$ cat config.mk
export PLATFORM = sky130hd
export DESIGN_NAME = if_fetch_unit
export DESIGN_NICKNAME = d
export VERILOG_FILES = /design/src/rtl/if_fetch_unit.sv
export SDC_FILE = /design/constraint.sdc
export NUM_CORES = 1
export LEC_CHECK = 0
export CELL_PAD_IN_SITES_DETAIL_PLACEMENT = 1
export CELL_PAD_IN_SITES_GLOBAL_PLACEMENT = 1
export CORE_AREA = 3 3 144 146
export DETAILED_ROUTE_END_ITERATION = 10
export DIE_AREA = 0 0 147 149
export DONT_BUFFER_PORTS = 1
export PLACE_DENSITY = 0.7
export SYNTH_ARGS = -nofsm -noshare
export SYNTH_HDL_FRONTEND = slang
export SYNTH_SLANG_ARGS = --single-unit
export TNS_END_PERCENT = 50
$ cat constraint.sdc
create_clock -name clk -period 2.05 [get_ports clk]
set_clock_uncertainty 0.2 [all_clocks]
set_input_delay 0.1025 -clock clk [delete_from_list [all_inputs] [get_ports clk]]
set_output_delay 0.1025 -clock clk [all_outputs]
set_load 0.02 [all_outputs]
$ cat src/rtl/if_fetch_unit.sv
// Instruction fetch unit.
// Issues one instruction-SRAM read at a time from pc_reg. The returned word is
// either handed straight to the IF/ID bus or, when IF/ID is stalled, parked in
// a one-entry buffer. Branch redirects from decode arrive combinationally; if
// they arrive outside a handoff cycle they are remembered as a pending target,
// so the delay-slot instruction already in flight is always delivered.
module if_fetch_unit #(
  parameter logic [31:0] RESET_PC = 32'hBFC0_0000
) (
  input  logic        clk,
  input  logic        resetn,
  input  logic [2:0]  stall,
  input  logic [32:0] br_bus,
  output logic        inst_sram_req,
  output logic [31:0] inst_sram_addr,
  input  logic        inst_sram_addr_ok,
  input  logic        inst_sram_data_ok,
  input  logic [31:0] inst_sram_rdata,
  output logic [65:0] if_to_id_bus
);

  // Stall vector bit positions
  localparam int unsigned StallPc   = 0;
  localparam int unsigned StallIfId = 1;
  localparam int unsigned StallIdEx = 2;

  typedef enum logic [1:0] {
    IDLE = 2'd0,
    REQ  = 2'd1,
    WAIT = 2'd2,
    HOLD = 2'd3
  } state_e;

  state_e      state_q, state_d;
  logic [31:0] pc_q, pc_d;
  logic        pend_v_q, pend_v_d;
  logic [31:0] pend_tgt_q, pend_tgt_d;
  logic        buf_adel_q, buf_adel_d;
  logic [31:0] buf_inst_q, buf_inst_d;
  logic [65:0] bus_q, bus_d;

  logic        br_e;
  logic [31:0] br_addr;
  logic        aligned;
  logic        handoff;
  logic        hand_adel;
  logic [31:0] hand_inst;
  logic [31:0] next_pc;

  assign br_e    = br_bus[32];
  assign br_addr = br_bus[31:0];
  assign aligned = (pc_q[1:0] == 2'b00);

  // A handoff delivers either the live SRAM word (WAIT) or the parked one (HOLD)
  assign handoff = ~stall[StallIfId] &
                   (((state_q == WAIT) & inst_sram_data_ok) | (state_q == HOLD));
  assign hand_adel = (state_q == HOLD) ? buf_adel_q : 1'b0;
  assign hand_inst = (state_q == HOLD) ? buf_inst_q : inst_sram_rdata;

  // A same-cycle redirect wins over a remembered one; otherwise fall through
  assign next_pc = br_e     ? br_addr :
                   pend_v_q ? pend_tgt_q :
                              pc_q + 32'd4;

  // Misaligned PCs never reach the SRAM; stall[0] only gates new requests
  assign inst_sram_req  = (state_q == REQ) & aligned & ~stall[StallPc];
  assign inst_sram_addr = pc_q;
  assign if_to_id_bus   = bus_q;

  // FSM transitions and fetch buffer capture
  always_comb begin
    state_d    = state_q;
    buf_adel_d = buf_adel_q;
    buf_inst_d = buf_inst_q;
    case (state_q)
      IDLE: state_d = REQ;
      REQ: begin
        if (!aligned) begin
          // Address error: fabricate an instruction-less entry flagged adel
          buf_adel_d = 1'b1;
          buf_inst_d = 32'd0;
          state_d    = HOLD;
        end else if (inst_sram_req && inst_sram_addr_ok) begin
          state_d = WAIT;
        end
      end
      WAIT: begin
        if (inst_sram_data_ok) begin
          if (stall[StallIfId]) begin
            buf_adel_d = 1'b0;
            buf_inst_d = inst_sram_rdata;
            state_d    = HOLD;
          end else begin
            state_d = REQ;
          end
        end
      end
      HOLD: begin
        if (!stall[StallIfId]) state_d = REQ;
      end
      default: state_d = IDLE;
    endcase
  end

  // PC advance and pending-branch bookkeeping
  always_comb begin
    pc_d       = pc_q;
    pend_v_d   = pend_v_q;
    pend_tgt_d = pend_tgt_q;
    if (handoff) begin
      pc_d     = next_pc;
      pend_v_d = 1'b0;
    end else if (br_e) begin
      pend_v_d   = 1'b1;
      pend_tgt_d = br_addr;
    end
  end

  // IF/ID register: load on handoff, bubble when ID can accept, else hold
  always_comb begin
    bus_d = bus_q;
    if (handoff) begin
      bus_d = {hand_adel, 1'b1, pc_q, hand_inst};
    end else if (!stall[StallIfId]) begin
      bus_d = 66'd0;
    end else if (!stall[StallIdEx]) begin
      bus_d = 66'd0;
    end
  end

  // State registers; reset abandons any outstanding request
  always_ff @(posedge clk or negedge resetn) begin
    if (!resetn) begin
      state_q    <= IDLE;
      pc_q       <= RESET_PC;
      pend_v_q   <= 1'b0;
      pend_tgt_q <= 32'd0;
      buf_adel_q <= 1'b0;
      buf_inst_q <= 32'd0;
      bus_q      <= 66'd0;
    end else begin
      state_q    <= state_d;
      pc_q       <= pc_d;
      pend_v_q   <= pend_v_d;
      pend_tgt_q <= pend_tgt_d;
      buf_adel_q <= buf_adel_d;
      buf_inst_q <= buf_inst_d;
      bus_q      <= bus_d;
    end
  end

endmodule

==> impl_metrics.csv <==
group,metric,value,unit
run_status,status,"finished with violations",
run_status,failed_checks,"hold timing, setup timing",
clocking,cts_buffer_depth,2,
global_routing,antenna_found_initial,1,
worst_setup_path,start_kind,"flop",
pwr,clockPowerShare,0.244,
pwr,powerDensity,1420,nW/um2
global_routing,grt_pass1_wl,40700,um
sta,fin_crit_sh,1.02,
clocking,root_buffer,"clkbuf_16",
placement,placedCellCount,1023,
final_layout,syn2layout_area_growth,30.9,%
pwr,switchingPower,5.68,mW
die,start_util,0.397,
global_routing,grtUsageTotal,0.233,
synth,syn_nets,829,
clocking,cts_hold_buffers,69,
worst_setup_path,cp_slowest_cell,"nor4_1",
route,drt_wl_total,26300,um
die,fp-row-count,51,
pwr,pwr-share-seq,0.384,
sta,worst_slack,-0.0405,ns
clocking,cts_tree,"done",
sta,fin_crit,2.09,ns
pwr,p_int,8.72,mW
route,viasPerCell,5.91,
sta,whs,-0.837,ns
worst_setup_path,crit_chain,"buf_4 > nand3_1 > nor4_1 > buf_4 > a21oi_1 > nand4b_1",
hold_path,min_path_type,"in -> async",
global_routing,grt_remaining_overflow,0,
worst_setup_path,setup.worst_path.end_class,"flop",
synth,synth_top_cell_area_share,0.507,
worst_setup_path,crit_top_cell,"buf_4",
die,die_w,147,um
worst_setup_path,crit_fanout,5,
synth,synthTopCellsByCount,"157 x dfrtp_1, 144 x nand2_1, 54 x o21ai_0",
global_routing,grt_max_degree,167,
final_layout,layout-drive-gt1-share,0.228,
synth,ys_async_sr_fraction,1.00,
clocking,numCtsBuffers,17,
worst_setup_path,cp.arrival,2.23,ns
pwr,p_sw_frac,0.394,
worst_setup_path,required,2.19,ns
synth,synth_top_area_cell,"dfrtp_1",
worst_setup_path,crit_path_max_incr_delay,0.50,ns
pwr,p_comb_frac,0.372,
placement,hpwl,16800,um
final_layout,final_cell_count_no_fill,1144,
pwr,leakagePower,4.42,nW
placement,io_buffers,0,
synth,synth_ff_type,"dfrtp_1",
sta,maxSlewHeadroom,0.506,
synth,synth_enable_flop_cells,0,
clocking,clock-sinks,166,
synth,synthCells,753,
route,ant_nets,0,
sta,setup_viol,3,
clocking,clk_latency,0.43,ns
synth,synth.ff_latch_count,166,
worst_setup_path,critPathTopFamily,"simple AND/OR/NAND/NOR gates",
route,drc,0,
pwr,power.total,14.4,mW
run,maxCapViolations,0,
route,drt_iter0_markers,432,
synth,netlist_area,7750,um2
route,avgRoutedWirePerCell,23.0,um
die,coreArea,19500,um2
synth,syn_avg_cell_area,10.3,um2
route,drt_first_pass_iters,5,
synth,ys_warn_count,0,
final_layout,nets,941,
synth,synth-seq-area-share,0.537,
placement,gp_congestion,0.853,
die,die_h,149,um
synth,yosysMostFrequentCell,"dfrtp_1",
route,vias,6759,
sta,drv_slew,0,
worst_setup_path,crit_buf_inv,2,
synth,netlist_top_cells_area,"dfrtp_1 51%, nand2_1 7.0%, a22o_1 5.4%, mux2i_1 5.2%, mux2_2 4.8%",
die,die-area,21900,um2
die,ios,171,
worst_setup_path,worst-setup-path-type,"reg -> reg",
clocking,clk_pin_slew,0.07,ns
clocking,htreeDepth,4,
sta,fmax,478,MHz
global_routing,grt_pass1_vias,7432,
pwr,ir_drop,0.000713,V
sta,finalHoldViolCount,167,
sta,rsz0062_at_grt,"yes",
synth,netlist-cell-type-count,55,
sta,tightest_slew,0.741,ns
[sequential cells by signal, summed over array words and instances (netlist names)]
signal,flops
if_to_id_bus,66
pend_tgt_q,32
inst_sram_addr,32
state_q,2
buf_adel_q,1
buf_inst_q,32
pend_v_q,1
[layer usage]
metal | vias to the layer above | track usage | routed length [um] | part of all wire
li1 | 2965 | - | - | -
met1 | 3521 | 0.278 | 10500 | 0.40
met2 | 234 | 0.404 | 13400 | 0.51
met3 | 39 | 0.0632 | 1730 | 0.066
met4 | 0 | 0.0867 | 730 | 0.028
met5 | - | 0 | 0 | 0
[power groups by stage]
stage	Clock (mW)	Sequential (mW)	Combinational, mW
2_1_floorplan	0	5.64	2.51
3_3_place_gp	0	5.47	4.18
3_5_place_dp	0	5.55	4.40
4_1_cts	3.57	5.50	4.72
5_1_grt	3.73	5.65	5.77
6_report	3.51	5.53	5.36
[cell type report]
type / instances / area, um2
Fill cell: 2116 / 9370
Sequential cell: 166 / 4180
Multi-Input combinational cell: 525 / 3480
Timing Repair Buffer: 151 / 1500
Clock buffer: 19 / 443
Tap cell: 265 / 332
Clock inverter: 13 / 196
Inverter: 4 / 15.0
Antenna cell: 1 / 2.50
[cells in the final DEF (no fill, tap or decap), types with 18 or more instances in the layout]
master and instances:
nand3_1 39, mux2i_1 40, nor2_1 18, dfrtp_1 149
nand4_1 19, nand2_1 142, dlygate4sd3_1 68, a22o_1 48
buf_4 61, o21ai_0 54, mux2_2 33, clkbuf_16 21
[timing repair]
item	in CTS	in global routing
endpoints found under the hold margin	328	166
gates resized for setup	11	34
setup endpoints to repair	73	104
gates cloned	0	5
setup buffers	9	5
pin swaps	8	6
[per-stage QoR]
stage	TNS (ns)	utilization	hold WS (ns)	setup slack [ns]	cell area, um2
floorplan	-0.988	-	-0.393	-0.0501	7800
CTS	0	0.505	-0.844	0.00522	9850
global placement	0	0.431	-0.387	0.000859	8410
finish	-0.0661	0.520	-0.837	-0.0405	10200
detailed placement	-2.85	0.431	-0.387	-0.0995	8410
global route	-0.558	0.520	-0.858	-0.0958	10200
[worst reg2reg max path, cell delays in order, from the launching register on]
cell	delay, ns
dfrtp_1	0.36
buf_4	0.18
nand3_1	0.32
nor4_1	0.50
buf_4	0.22
a21oi_1	0.07
nand4b_1	0.16
[cells by family after synthesis]
kind of cell | count (synthesis) | synth area share
adders and majority gates | 4 | 0.00645
muxes | 73 | 0.0996
DFF | 166 | 0.537
and+or+nand+nor | 282 | 0.175
buffers and inverters | 62 | 0.0323
AOI/OAI and AO/OA | 166 | 0.149
[worst paths after layout]
path	from	to	slack, ns	cells after the start
setup / recovery	inst_sram_addr[2]	inst_sram_addr[29]	-0.04	6
hold / removal	resetn	pend_tgt_q[16]	-0.84	0
setup reg to reg	inst_sram_addr[2]	inst_sram_addr[29]	-0.04	6
hold reg to reg	buf_inst_q[28]	buf_inst_q[28]	0.27	2
max in group asynchronous	resetn	buf_inst_q[1]	2.16	0
min in group clk	inst_sram_data_ok	inst_sram_addr[27]	0	4
No activity file was read; power rests on OpenSTA's default activity.
